==> config.mk <==
export PLATFORM = sky130hd
export DESIGN_NAME = tcm_arbiter_flat
export DESIGN_NICKNAME = d
export VERILOG_FILES = /design/src/rtl/tcm_arbiter_pkg.sv /design/src/rtl/tcm_arbiter_if.sv /design/src/rtl/tcm_arbiter_grant.sv /design/src/rtl/tcm_arbiter.sv /design/src/flat_wrapper.sv
export SDC_FILE = /design/constraint.sdc
export NUM_CORES = 1
export LEC_CHECK = 0
export ABC_AREA = 0
export ABC_CLOCK_PERIOD_IN_PS = 3320
export CORE_AREA = 10 10 140 142
export CTS_CLUSTER_SIZE = 40
export DETAILED_ROUTE_END_ITERATION = 8
export DIE_AREA = 0 0 150 152
export GPL_TIMING_DRIVEN = 0
export PLACE_DENSITY = 0.58
export SLEW_MARGIN = 20
export SYNTH_ARGS = -nofsm -noshare
export SYNTH_HDL_FRONTEND = slang
export SYNTH_SLANG_ARGS = --single-unit
==> constraint.sdc <==
create_clock -name clk_i -period 3.32 [get_ports clk_i]
set_clock_uncertainty 0.1 [all_clocks]
set_input_delay 0.996 -clock clk_i [delete_from_list [all_inputs] [get_ports clk_i]]
set_output_delay 0.996 -clock clk_i [all_outputs]
set_load 0.01 [all_outputs]
==> src/rtl/tcm_arbiter_pkg.sv <==
// tcm_pkg: shared types and defaults for the TCM arbiter.
// Optional feature macro used by this slice: TCM_ARB_ROUND_ROBIN_EN.
package tcm_pkg;

  localparam int TCM_ADDR_W = 16;  // byte-address width covered by the RAM
  localparam int TCM_TAG_W  = 11;  // data request/response tag width

  // Who owns the response slot in the cycle after a grant.
  typedef enum logic [1:0] {
    NONE   = 2'd0,
    IFETCH = 2'd1,
    DATA   = 2'd2
  } tcm_owner_t;

  // Control part of the response register. The tag lives next to it in the
  // top level because its width follows the TAG_W parameter.
  typedef struct packed {
    tcm_owner_t owner;
    logic       half_sel;  // addr[2] of a load: 1 = upper 32 bits
    logic       load;      // response carries RAM read data
    logic       error;     // address fell outside the RAM
  } tcm_resp_t;

  // Steers 4 store byte enables onto the half of the 64-bit RAM word.
  function automatic logic [7:0] tcm_lane_en(input logic hi, input logic [3:0] be);
    return hi ? {be, 4'b0000} : {4'b0000, be};
  endfunction

endpackage

==> src/rtl/tcm_arbiter_if.sv <==
// tcm_arbiter_if: core fetch/data ports and the single RAM port.
// slave = arbiter view, master = core + RAM macro view.
interface tcm_arbiter_if
  import tcm_pkg::*;
#(
  parameter int MEM_ADDR_W = TCM_ADDR_W,
  parameter int TAG_W      = TCM_TAG_W
) ();

  // Instruction-fetch port
  logic                    mem_i_rd_i;
  logic                    mem_i_flush_i;
  logic                    mem_i_invalidate_i;
  logic [31:0]             mem_i_pc_i;
  logic                    mem_i_accept_o;
  logic                    mem_i_valid_o;
  logic                    mem_i_error_o;
  logic [63:0]             mem_i_inst_o;

  // Data port
  logic [31:0]             mem_d_addr_i;
  logic [31:0]             mem_d_data_wr_i;
  logic                    mem_d_rd_i;
  logic [3:0]              mem_d_wr_i;
  logic                    mem_d_cacheable_i;
  logic [TAG_W-1:0]        mem_d_req_tag_i;
  logic                    mem_d_invalidate_i;
  logic                    mem_d_writeback_i;
  logic                    mem_d_flush_i;
  logic                    mem_d_accept_o;
  logic                    mem_d_ack_o;
  logic                    mem_d_error_o;
  logic [31:0]             mem_d_data_rd_o;
  logic [TAG_W-1:0]        mem_d_resp_tag_o;

  // RAM port
  logic [MEM_ADDR_W-4:0]   ram_addr_o;
  logic                    ram_rd_o;
  logic [7:0]              ram_wr_o;
  logic [63:0]             ram_wdata_o;
  logic [63:0]             ram_rdata_i;

  modport slave (
    input  mem_i_rd_i, mem_i_flush_i, mem_i_invalidate_i, mem_i_pc_i,
    output mem_i_accept_o, mem_i_valid_o, mem_i_error_o, mem_i_inst_o,
    input  mem_d_addr_i, mem_d_data_wr_i, mem_d_rd_i, mem_d_wr_i,
           mem_d_cacheable_i, mem_d_req_tag_i,
           mem_d_invalidate_i, mem_d_writeback_i, mem_d_flush_i,
    output mem_d_accept_o, mem_d_ack_o, mem_d_error_o, mem_d_data_rd_o,
           mem_d_resp_tag_o,
    output ram_addr_o, ram_rd_o, ram_wr_o, ram_wdata_o,
    input  ram_rdata_i
  );

  modport master (
    output mem_i_rd_i, mem_i_flush_i, mem_i_invalidate_i, mem_i_pc_i,
    input  mem_i_accept_o, mem_i_valid_o, mem_i_error_o, mem_i_inst_o,
    output mem_d_addr_i, mem_d_data_wr_i, mem_d_rd_i, mem_d_wr_i,
           mem_d_cacheable_i, mem_d_req_tag_i,
           mem_d_invalidate_i, mem_d_writeback_i, mem_d_flush_i,
    input  mem_d_accept_o, mem_d_ack_o, mem_d_error_o, mem_d_data_rd_o,
           mem_d_resp_tag_o,
    input  ram_addr_o, ram_rd_o, ram_wr_o, ram_wdata_o,
    output ram_rdata_i
  );

endinterface

==> src/rtl/tcm_arbiter_grant.sv <==
// tcm_arb_grant: picks at most one of fetch / data per cycle.
// Default build: fixed priority, data beats fetch.
// With TCM_ARB_ROUND_ROBIN_EN: on contention the class not granted last wins;
// the pointer moves only on contended grants and resets to "data last".
// Grants are forced low while reset is asserted so accepts read 0 in reset.
module tcm_arb_grant (
`ifdef TCM_ARB_ROUND_ROBIN_EN
  input  logic clk_i,
`endif
  input  logic rst_i,
  input  logic i_req_ifetch,
  input  logic i_req_data,
  output logic o_gnt_ifetch,
  output logic o_gnt_data
);

`ifdef TCM_ARB_ROUND_ROBIN_EN

  logic r_last_data;  // 1: data won the most recent contended cycle
  logic w_contend;

  assign w_contend = i_req_ifetch & i_req_data;

  // Round-robin pointer: flips each time both classes collide.
  // NOTE: sequential state uses non-blocking assignments so every flop samples
  // pre-edge values regardless of block evaluation order.
  always_ff @(posedge clk_i or posedge rst_i) begin
    if (rst_i)          r_last_data <= 1'b1;
    else if (w_contend) r_last_data <= ~r_last_data;
  end

  // Grant decode: uncontended requests always win, collisions follow the pointer.
  always_comb begin
    o_gnt_ifetch = ~rst_i & i_req_ifetch & (~i_req_data   |  r_last_data);
    o_gnt_data   = ~rst_i & i_req_data   & (~i_req_ifetch | ~r_last_data);
  end

`else

  // Grant decode: fixed priority, data first.
  always_comb begin
    o_gnt_data   = ~rst_i & i_req_data;
    o_gnt_ifetch = ~rst_i & i_req_ifetch & ~i_req_data;
  end

`endif

endmodule

==> src/rtl/tcm_arbiter.sv <==
// tcm_arbiter: shares one single-ported 64-bit TCM between fetch and data.
// Drives the RAM in the grant cycle and returns a registered response one
// cycle later. Maintenance requests complete locally (TCM is uncached).
// Arbitration policy selected by TCM_ARB_ROUND_ROBIN_EN (see tcm_arb_grant).
module tcm_arbiter
  import tcm_pkg::*;
#(
  parameter int MEM_ADDR_W = TCM_ADDR_W,
  parameter int TAG_W      = TCM_TAG_W
) (
  input  logic         clk_i,
  input  logic         rst_i,
  tcm_arbiter_if.slave bus
);

  // Request decode
  logic w_req_ifetch, w_req_data;
  logic w_is_store, w_is_load, w_maint_d;
  logic w_oor_i, w_oor_d;
  logic w_gnt_ifetch, w_gnt_data;

  // Response register
  tcm_resp_t        w_resp_next, r_resp;
  logic [TAG_W-1:0] w_tag_next,  r_tag;
  logic             w_valid_i,   w_ack_d;
  logic [31:0]      w_rdata_half;

  // Fetch maintenance is a no-op: never stalled, no response.
  assign w_req_ifetch = bus.mem_i_rd_i;
  assign w_maint_d    = bus.mem_d_invalidate_i | bus.mem_d_writeback_i | bus.mem_d_flush_i;
  // A store bit wins over a simultaneous load bit.
  assign w_is_store   = |bus.mem_d_wr_i;
  assign w_is_load    = bus.mem_d_rd_i & ~w_is_store;
  assign w_req_data   = bus.mem_d_rd_i | w_is_store | w_maint_d;
  assign w_oor_i      = |bus.mem_i_pc_i[31:MEM_ADDR_W];
  assign w_oor_d      = |bus.mem_d_addr_i[31:MEM_ADDR_W];

  tcm_arb_grant u_grant (
`ifdef TCM_ARB_ROUND_ROBIN_EN
    .clk_i        (clk_i),
`endif
    .rst_i        (rst_i),
    .i_req_ifetch (w_req_ifetch),
    .i_req_data   (w_req_data),
    .o_gnt_ifetch (w_gnt_ifetch),
    .o_gnt_data   (w_gnt_data)
  );

  assign bus.mem_i_accept_o = w_gnt_ifetch;
  assign bus.mem_d_accept_o = w_gnt_data;

  // RAM port mux: strobes only for in-range loads, stores and fetches.
  // NOTE: every output gets a default before the branches so no path leaves
  // a signal unassigned and no latch is inferred.
  always_comb begin
    bus.ram_addr_o  = '0;
    bus.ram_rd_o    = 1'b0;
    bus.ram_wr_o    = 8'h00;
    bus.ram_wdata_o = '0;
    if (w_gnt_data && !w_oor_d) begin
      if (w_is_store) begin
        bus.ram_addr_o  = bus.mem_d_addr_i[MEM_ADDR_W-1:3];
        bus.ram_wr_o    = tcm_lane_en(bus.mem_d_addr_i[2], bus.mem_d_wr_i);
        bus.ram_wdata_o = {2{bus.mem_d_data_wr_i}};
      end else if (w_is_load) begin
        bus.ram_addr_o  = bus.mem_d_addr_i[MEM_ADDR_W-1:3];
        bus.ram_rd_o    = 1'b1;
      end
    end else if (w_gnt_ifetch && !w_oor_i) begin
      bus.ram_addr_o = bus.mem_i_pc_i[MEM_ADDR_W-1:3];
      bus.ram_rd_o   = 1'b1;
    end
  end

  // Next response-register contents from the grant of this cycle.
  always_comb begin
    w_resp_next = '{owner: NONE, half_sel: 1'b0, load: 1'b0, error: 1'b0};
    w_tag_next  = '0;
    if (w_gnt_data) begin
      w_resp_next.owner    = DATA;
      w_resp_next.half_sel = bus.mem_d_addr_i[2];
      w_resp_next.load     = w_is_load;
      // Maintenance is not a RAM access, so it cannot be out of range.
      w_resp_next.error    = w_oor_d & (w_is_load | w_is_store);
      w_tag_next           = bus.mem_d_req_tag_i;
    end else if (w_gnt_ifetch) begin
      w_resp_next.owner    = IFETCH;
      w_resp_next.load     = 1'b1;
      w_resp_next.error    = w_oor_i;
    end
  end

  // Response register; reset drops any in-flight response without replay.
  always_ff @(posedge clk_i or posedge rst_i) begin
    if (rst_i) begin
      r_resp <= '{owner: NONE, half_sel: 1'b0, load: 1'b0, error: 1'b0};
      r_tag  <= '0;
    end else begin
      r_resp <= w_resp_next;
      r_tag  <= w_tag_next;
    end
  end

  assign w_valid_i    = (r_resp.owner == IFETCH);
  assign w_ack_d      = (r_resp.owner == DATA);
  assign w_rdata_half = r_resp.half_sel ? bus.ram_rdata_i[63:32] : bus.ram_rdata_i[31:0];

  // Response outputs: data fields are zero unless their valid/ack is high.
  always_comb begin
    bus.mem_i_valid_o    = w_valid_i;
    bus.mem_i_error_o    = w_valid_i & r_resp.error;
    bus.mem_i_inst_o     = (w_valid_i && !r_resp.error) ? bus.ram_rdata_i : '0;
    bus.mem_d_ack_o      = w_ack_d;
    bus.mem_d_error_o    = w_ack_d & r_resp.error;
    bus.mem_d_data_rd_o  = (w_ack_d && r_resp.load && !r_resp.error) ? w_rdata_half : '0;
    bus.mem_d_resp_tag_o = w_ack_d ? r_tag : '0;
  end

endmodule

==> src/flat_wrapper.sv <==
// flat-port wrapper written by rule: the top's interface ports become plain ports
module tcm_arbiter_flat import tcm_pkg::*;
#(
  parameter int MEM_ADDR_W = TCM_ADDR_W,
  parameter int TAG_W      = TCM_TAG_W
)
  (clk_i, rst_i, bus_mem_i_rd_i, bus_mem_i_flush_i, bus_mem_i_invalidate_i, bus_mem_i_pc_i, bus_mem_i_accept_o, bus_mem_i_valid_o, bus_mem_i_error_o, bus_mem_i_inst_o, bus_mem_d_addr_i, bus_mem_d_data_wr_i, bus_mem_d_rd_i, bus_mem_d_wr_i, bus_mem_d_cacheable_i, bus_mem_d_req_tag_i, bus_mem_d_invalidate_i, bus_mem_d_writeback_i, bus_mem_d_flush_i, bus_mem_d_accept_o, bus_mem_d_ack_o, bus_mem_d_error_o, bus_mem_d_data_rd_o, bus_mem_d_resp_tag_o, bus_ram_addr_o, bus_ram_rd_o, bus_ram_wr_o, bus_ram_wdata_o, bus_ram_rdata_i);
  tcm_arbiter_if #(.MEM_ADDR_W(MEM_ADDR_W), .TAG_W(TAG_W)) bus_i ();
  input  logic clk_i;
  input  logic rst_i;
  input wire logic [$bits(bus_i.mem_i_rd_i)-1:0] bus_mem_i_rd_i;
  input wire logic [$bits(bus_i.mem_i_flush_i)-1:0] bus_mem_i_flush_i;
  input wire logic [$bits(bus_i.mem_i_invalidate_i)-1:0] bus_mem_i_invalidate_i;
  input wire logic [$bits(bus_i.mem_i_pc_i)-1:0] bus_mem_i_pc_i;
  output wire logic [$bits(bus_i.mem_i_accept_o)-1:0] bus_mem_i_accept_o;
  output wire logic [$bits(bus_i.mem_i_valid_o)-1:0] bus_mem_i_valid_o;
  output wire logic [$bits(bus_i.mem_i_error_o)-1:0] bus_mem_i_error_o;
  output wire logic [$bits(bus_i.mem_i_inst_o)-1:0] bus_mem_i_inst_o;
  input wire logic [$bits(bus_i.mem_d_addr_i)-1:0] bus_mem_d_addr_i;
  input wire logic [$bits(bus_i.mem_d_data_wr_i)-1:0] bus_mem_d_data_wr_i;
  input wire logic [$bits(bus_i.mem_d_rd_i)-1:0] bus_mem_d_rd_i;
  input wire logic [$bits(bus_i.mem_d_wr_i)-1:0] bus_mem_d_wr_i;
  input wire logic [$bits(bus_i.mem_d_cacheable_i)-1:0] bus_mem_d_cacheable_i;
  input wire logic [$bits(bus_i.mem_d_req_tag_i)-1:0] bus_mem_d_req_tag_i;
  input wire logic [$bits(bus_i.mem_d_invalidate_i)-1:0] bus_mem_d_invalidate_i;
  input wire logic [$bits(bus_i.mem_d_writeback_i)-1:0] bus_mem_d_writeback_i;
  input wire logic [$bits(bus_i.mem_d_flush_i)-1:0] bus_mem_d_flush_i;
  output wire logic [$bits(bus_i.mem_d_accept_o)-1:0] bus_mem_d_accept_o;
  output wire logic [$bits(bus_i.mem_d_ack_o)-1:0] bus_mem_d_ack_o;
  output wire logic [$bits(bus_i.mem_d_error_o)-1:0] bus_mem_d_error_o;
  output wire logic [$bits(bus_i.mem_d_data_rd_o)-1:0] bus_mem_d_data_rd_o;
  output wire logic [$bits(bus_i.mem_d_resp_tag_o)-1:0] bus_mem_d_resp_tag_o;
  output wire logic [$bits(bus_i.ram_addr_o)-1:0] bus_ram_addr_o;
  output wire logic [$bits(bus_i.ram_rd_o)-1:0] bus_ram_rd_o;
  output wire logic [$bits(bus_i.ram_wr_o)-1:0] bus_ram_wr_o;
  output wire logic [$bits(bus_i.ram_wdata_o)-1:0] bus_ram_wdata_o;
  input wire logic [$bits(bus_i.ram_rdata_i)-1:0] bus_ram_rdata_i;
  assign bus_i.mem_i_rd_i = bus_mem_i_rd_i;
  assign bus_i.mem_i_flush_i = bus_mem_i_flush_i;
  assign bus_i.mem_i_invalidate_i = bus_mem_i_invalidate_i;
  assign bus_i.mem_i_pc_i = bus_mem_i_pc_i;
  assign bus_mem_i_accept_o = bus_i.mem_i_accept_o;
  assign bus_mem_i_valid_o = bus_i.mem_i_valid_o;
  assign bus_mem_i_error_o = bus_i.mem_i_error_o;
  assign bus_mem_i_inst_o = bus_i.mem_i_inst_o;
  assign bus_i.mem_d_addr_i = bus_mem_d_addr_i;
  assign bus_i.mem_d_data_wr_i = bus_mem_d_data_wr_i;
  assign bus_i.mem_d_rd_i = bus_mem_d_rd_i;
  assign bus_i.mem_d_wr_i = bus_mem_d_wr_i;
  assign bus_i.mem_d_cacheable_i = bus_mem_d_cacheable_i;
  assign bus_i.mem_d_req_tag_i = bus_mem_d_req_tag_i;
  assign bus_i.mem_d_invalidate_i = bus_mem_d_invalidate_i;
  assign bus_i.mem_d_writeback_i = bus_mem_d_writeback_i;
  assign bus_i.mem_d_flush_i = bus_mem_d_flush_i;
  assign bus_mem_d_accept_o = bus_i.mem_d_accept_o;
  assign bus_mem_d_ack_o = bus_i.mem_d_ack_o;
  assign bus_mem_d_error_o = bus_i.mem_d_error_o;
  assign bus_mem_d_data_rd_o = bus_i.mem_d_data_rd_o;
  assign bus_mem_d_resp_tag_o = bus_i.mem_d_resp_tag_o;
  assign bus_ram_addr_o = bus_i.ram_addr_o;
  assign bus_ram_rd_o = bus_i.ram_rd_o;
  assign bus_ram_wr_o = bus_i.ram_wr_o;
  assign bus_ram_wdata_o = bus_i.ram_wdata_o;
  assign bus_i.ram_rdata_i = bus_ram_rdata_i;
  tcm_arbiter #(.MEM_ADDR_W(MEM_ADDR_W), .TAG_W(TAG_W)) u_core (.clk_i(clk_i), .rst_i(rst_i), .bus(bus_i));
endmodule
==> impl_metrics.ini, run 1 <==
[clocking]
clock-root-buffer = clkbuf_16
clk_pin_slew_worst_paths_ns = 0.05
ctsLongestPathBuffers = 2
cts_num_sinks = 16
cts-hold-fix-buffers = 0
cts_buffers = 3
cts_tree = built
htree_levels = 1

[global_routing]
first_global_vias = 4921
grt_max_degree = 26
grt_pass1_wl_um = 30090
antenna_found_initial = 0
gr-total-overflow = 0
track_usage_pct = 16.66

[placement]
port_buffers = 373
gp_congestion = 0.8015
hpwl_um = 17710
post-place-ws_ns = -1.431

[drt]
postRouteWirelength_um = 20720
drc_errors = 0
dr.pass1.iters = 4
drt_iter0_markers = 85
post_drt_wl_per_cell_um = 20.25
drtAntennaViolNets = 0
num_vias = 4334
viasPerCell = 4.237

[power]
power.net_switching_w = 0.0002502
p_clk_share_pct = 28.1
switching_share_pct = 27.65
ir_drop_uv = 129.8
p_int_w = 0.0006546
power_frac_comb_pct = 49.0
p_per_area_nw_per_um2 = 113.9
power_frac_seq_pct = 22.9
leakagePower_nw = 3.801

[floorplanning]
core_um2 = 16940
fp-row-count = 48
die_w_um = 150
initial_core_util_pct = 16.20
die_h_um = 152
dieArea_um2 = 22800
ioPinCount = 384

[cells_and_area]
antenna_cells = 0
utilization_pct = 46.93
syn2layout_area_growth_pct = 189.6
nets = 984
drive_gt1_share_pct = 39.35

[logic_synthesis]
synth_seq_area_share_pct = 14.59
synth_edf_count = 0
post-synth-top-count-cell = and2_1
synth_area_leader_cell = and2_1
yosysWarnings = 0
yosys_most_used_dff = dfrtp_1
synthDistinctLibCells = 30
synthesis.area_um2 = 2744
synth_top_area_share_pct = 18.24
synth_seq_cells = 16
yosys-top-cells-count = and2_1 (80), inv_1 (37), nor3_1 (36)
syn_inst = 385
syn_avg_cell_area_um2 = 7.127
async_flop_share_pct = 100.0
synth_area_leaders = and2_1 (18%), dfrtp_1 (15%), mux2i_1 (12%), buf_4 (9.6%), nor3_1 (6.6%)
syn-num-nets = 570

[sta]
finalCriticalPeriod_ns = 3.490
drv_slew = 0
fin_crit_sh_pct = 105.1
fmax_mhz = 286.5
setup_ws_ns = -0.1698
rsz0062_at_grt = yes
hold_viol = 0
setup_viol = 75
worstMarginPinSlew_ns = 0.5955
maxSlewHeadroom_pct = 60.30

[run_status]
violations = setup timing
status = finished, violations left

[setup_path]
critPathLaunchType = primary input
cp_max_fo = 6
critPathKind = in -> out
crit_path_end_kind = output pin
worstPathArrival_ns = 2.39
crit_required_ns = 2.22

[hold_path]
hold_path_class = in -> async

[job]
maxCapViolCount = 0
[through the flow]
step / instances / TNS [ns] / instance area, um2 / hold slack [ns] / power [W]
2_1_floorplan: 385 / -0.6725 / 2927 / 1.025 / 0.0003285
5_1_grt: 1023 / -10.39 / 7948 / 1.016 / 0.0009560
4_1_cts: 1016 / -10.25 / 7682 / 1.015 / 0.0009087
3_3_place_gp: 983 / -109.30 / 6942 / 1.370 / 0.0005909
3_5_place_dp: 983 / -110.87 / 6942 / 1.379 / 0.0005968
6_report: 1023 / -5.452 / 7948 / 0.9896 / 0.0009049
[per-layer routing]
layer	wire length [um]	track usage, %	vias up
met5	0	0	-
met3	2237	5.851	10
li1	-	-	2082
met1	6890	15.78	2012
met2	11390	33.31	230
met4	202	2.685	0
[power groups by stage]
stage / Clock, W / Combinational, W / Sequential, W
5_1_grt: 0.000277 / 0.000472 / 0.000208
2_1_floorplan: 0 / 0.000120 / 0.000209
3_5_place_dp: 0 / 0.000386 / 0.000210
6_report: 0.000255 / 0.000443 / 0.000207
4_1_cts: 0.000267 / 0.000435 / 0.000207
3_3_place_gp: 0 / 0.000381 / 0.000210
[what timing repair did]
item                                    in CTS  in global routing
setup buffers                               21                  9
gates resized for setup                    696                 77
endpoints found under the setup margin     180                133
gates cloned                                 8                  1
pin swaps                                   53                 36
[registers in the layout, indices dropped and copies added, names as in the netlist]
signal / cells
u_core.r_resp: 5
u_core.r_tag: 11
[kinds of logic after synthesis]
family / after synthesis / synth area share, %
flip-flops: 16 / 14.59
multiplexers: 32 / 11.67
buffers and inverters: 105 / 20.29
AND/OR/NAND/NOR: 201 / 42.36
AO/OA/AOI/OAI: 31 / 11.08
[critical path: stages]
cell and delay (ns):
buf_8 0.10, or4_4 0.60, nand2_8 0.15, buf_12 0.12, buf_16 0.12, nor3_4 0.04
buf_4 0.13, buf_6 0.11
[layout by cell type (no fill, tap or decap), types with 12 or more instances in the layout]
cell and instances:
and2_1 80, dlygate4sd2_1 23, dlymetal6s2s_1 12, buf_2 57, buf_6 69, mux2i_1 32, buf_4 54, nor2_1 32
clkbuf_2 12, nor3_4 35, inv_1 36, nand3_1 14, dfrtp_1 16, clkdlybuf4s50_1 212
[worst max path at each step]
stage / slack [ns] / start / to
after floorplan: -0.02 / bus_mem_d_addr_i[25] / bus_ram_wdata_o[40]
after global placement: -1.42 / bus_mem_d_addr_i[17] / bus_ram_wdata_o[46]
after detailed placement: -1.43 / bus_mem_d_addr_i[17] / bus_ram_wdata_o[46]
after CTS: -0.22 / bus_mem_d_wr_i[0] / bus_ram_wdata_o[39]
after global routing: -0.24 / bus_mem_d_addr_i[29] / bus_ram_wdata_o[59]
final: -0.17 / bus_mem_d_wr_i[0] / bus_ram_wdata_o[41]
[area by class of cell]
class,count,area (um2)
flip-flops and latches,16,400.4
plain buffers,66,595.6
multi-input cells,264,2467
well taps,225,281.5
fillers,1620,8989
inverters,38,145.1
repair buffers,410,3969
clock buffers,4,88.84
No activity file was read; power rests on OpenSTA's default activity.
==> inputs of run 2 (changes only) <==
Settings changed: CTS_CLUSTER_SIZE 40 to default.
==> results of run 2 <==
No change in the layout: final DEF, timing and power equal those of run 1.
==> inputs of run 3 (changes only) <==
Settings changed: CTS_BUF_LIST from default to sky130_fd_sc_hd__clkbuf_4 sky130_fd_sc_hd__clkbuf_8.
==> run 3 against run 2 <==
Compared with the run above: largest cell class unchanged; routed wire length increased by 0.35%; largest power group unchanged; clock power down 32%; flip-flop and latch count did not move; the run still ends with setup timing left; setup slack got worse by 0.0043 ns; global-route usage hardly changed; sequential power is essentially flat; critical path depth unchanged; combinational power is 2% higher; total power is 8.2% lower.
==> impl_metrics.ini, run 3 (synthesis results as in run 1) <==
[run_status]
status = finished, violations left
violations = setup timing

[sta]
rsz0062_at_grt = yes
worst_hold_slack_ns = 1.032
setup_viol = 77
worstMarginPinSlew_ns = 0.5663
setup_ws_ns = -0.1741
fmax_mhz = 286.2
hold_viol = 0
maxSlewHeadroom_pct = 62.25
fin_crit_sh_pct = 105.2
finalCriticalPeriod_ns = 3.494
drv_slew = 0
setup-tns-final_ns = -5.647

[clocking]
cts_buffers = 3
cts_tree = built
htree_levels = 1
ctsLongestPathBuffers = 2
clk_pin_slew_worst_paths_ns = 0.06
cts_num_sinks = 16
clock-root-buffer = clkbuf_8

[cells_and_area]
nets = 985
antenna_cells = 0
final_common_cell = clkdlybuf4s50_1
syn2layout_area_growth_pct = 192.6
final_cell_mix = clkdlybuf4s50_1 (206), and2_1 (80), buf_6 (74)
top_register = u_core.r_tag
fin_area_um2 = 8028
drive_gt1_share_pct = 40.18
largest_register_ffs = 11
reg_top3 = u_core.r_tag (11), u_core.r_resp (5)

[drt]
dr.pass1.iters = 4
drtAntennaViolNets = 0
drc_errors = 0
drt_iter0_markers = 87
post_drt_wl_per_cell_um = 20.30
viasPerCell = 4.232
num_vias = 4334
postRouteWirelength_um = 20790

[global_routing]
antenna_found_initial = 0
gr-total-overflow = 0
first_global_vias = 4910
track_usage_pct = 16.67
grt_max_degree = 26
grt_pass1_wl_um = 30130

[setup_path]
critPathKind = in -> out
max_stage_delay_ns = 0.60
path_buf_inv = 5
critPathLaunchType = primary input
cp_max_fo = 6
crit_required_ns = 2.22
worstPathArrival_ns = 2.40
crit_path_end_kind = output pin
crit_chain = buf_8 > or4_4 > nand2_8 > buf_12 > buf_16 > nor3_4 > buf_4 > buf_6
cp_top_family = simple AND/OR/NAND/NOR gates
crit_path_top_delay_cell = or4_4

[power]
leakagePower_nw = 3.923
ir_drop_uv = 86.62
p_int_w = 0.0005807
p_per_area_nw_per_um2 = 103.5
switching_share_pct = 30.09
power.total_w = 0.0008306
power.net_switching_w = 0.0002499
power_frac_comb_pct = 54.3
p_clk_share_pct = 20.8
power_frac_seq_pct = 24.9

[floorplanning]
core_um2 = 16940
ioPinCount = 384
initial_core_util_pct = 16.20
fp-row-count = 48
dieArea_um2 = 22800
die_w_um = 150
die_h_um = 152

[placement]
gp_congestion = 0.8015
hpwl_um = 17710
dpl_cell_area_um2 = 6942
port_buffers = 373

[hold_path]
hold_path_class = in -> async

[job]
maxCapViolCount = 0
run 3: area by class of cell:
class / instances / area [um2]
inverters: 38 / 147.6
plain buffers: 65 / 590.6
repair buffers: 412 / 4038
well taps: 225 / 281.5
fillers: 1605 / 8909
flip-flops and latches: 16 / 400.4
clock buffers: 4 / 55.05
multi-input cells: 264 / 2515
run 3: layer usage:
metal,vias to the layer above,GRT usage (%),part of all wire [%]
met5,-,0,0
met4,0,2.546,0.90
met3,10,5.821,11
met2,234,33.40,55
met1,2005,15.82,33
li1,2085,-,-
run 3: power by group through the flow:
| stage | Sequential (W) | Combinational [W] | Clock [W] |
|---|---|---|---|
| 2_1_floorplan | 0.000209 | 0.000120 | 0 |
| 3_3_place_gp | 0.000210 | 0.000381 | 0 |
| 3_5_place_dp | 0.000210 | 0.000386 | 0 |
| 4_1_cts | 0.000207 | 0.000435 | 0.000182 |
| 5_1_grt | 0.000208 | 0.000480 | 0.000190 |
| 6_report | 0.000207 | 0.000451 | 0.000173 |
run 3: repair_timing:
item / 4_1_cts / 5_1_grt
cloned: 8 / 1
pin swaps: 54 / 35
endpoints found under the hold margin: 0 / 0
hold buffers: 0 / 0
resized for setup: 692 / 107
buffers inserted: 22 / 11
endpoints found under the setup margin: 180 / 157
run 3: worst max path at each step:
stage                                    start                  end  slack [ns]  cells past startpoint
after global placement    bus_mem_d_addr_i[17]  bus_ram_wdata_o[46]       -1.42                      7
after detailed placement  bus_mem_d_addr_i[17]  bus_ram_wdata_o[46]       -1.43                      7
final                        bus_mem_d_wr_i[0]  bus_ram_wdata_o[41]       -0.17                      8
after floorplan           bus_mem_d_addr_i[25]  bus_ram_wdata_o[40]       -0.02                      5
after CTS                    bus_mem_d_wr_i[0]  bus_ram_wdata_o[39]       -0.22                      9
after global routing      bus_mem_d_addr_i[29]  bus_ram_wdata_o[59]       -0.24                      9
run 3: metrics by stage:
step | setup slack, ns | utilization [%] | std cells
CTS | -0.2230 | 45.16 | 1017
floorplan | -0.02444 | - | 385
global placement | -1.421 | 40.99 | 983
global route | -0.2384 | 47.40 | 1024
detailed placement | -1.431 | 40.99 | 983
finish | -0.1741 | 47.40 | 1024
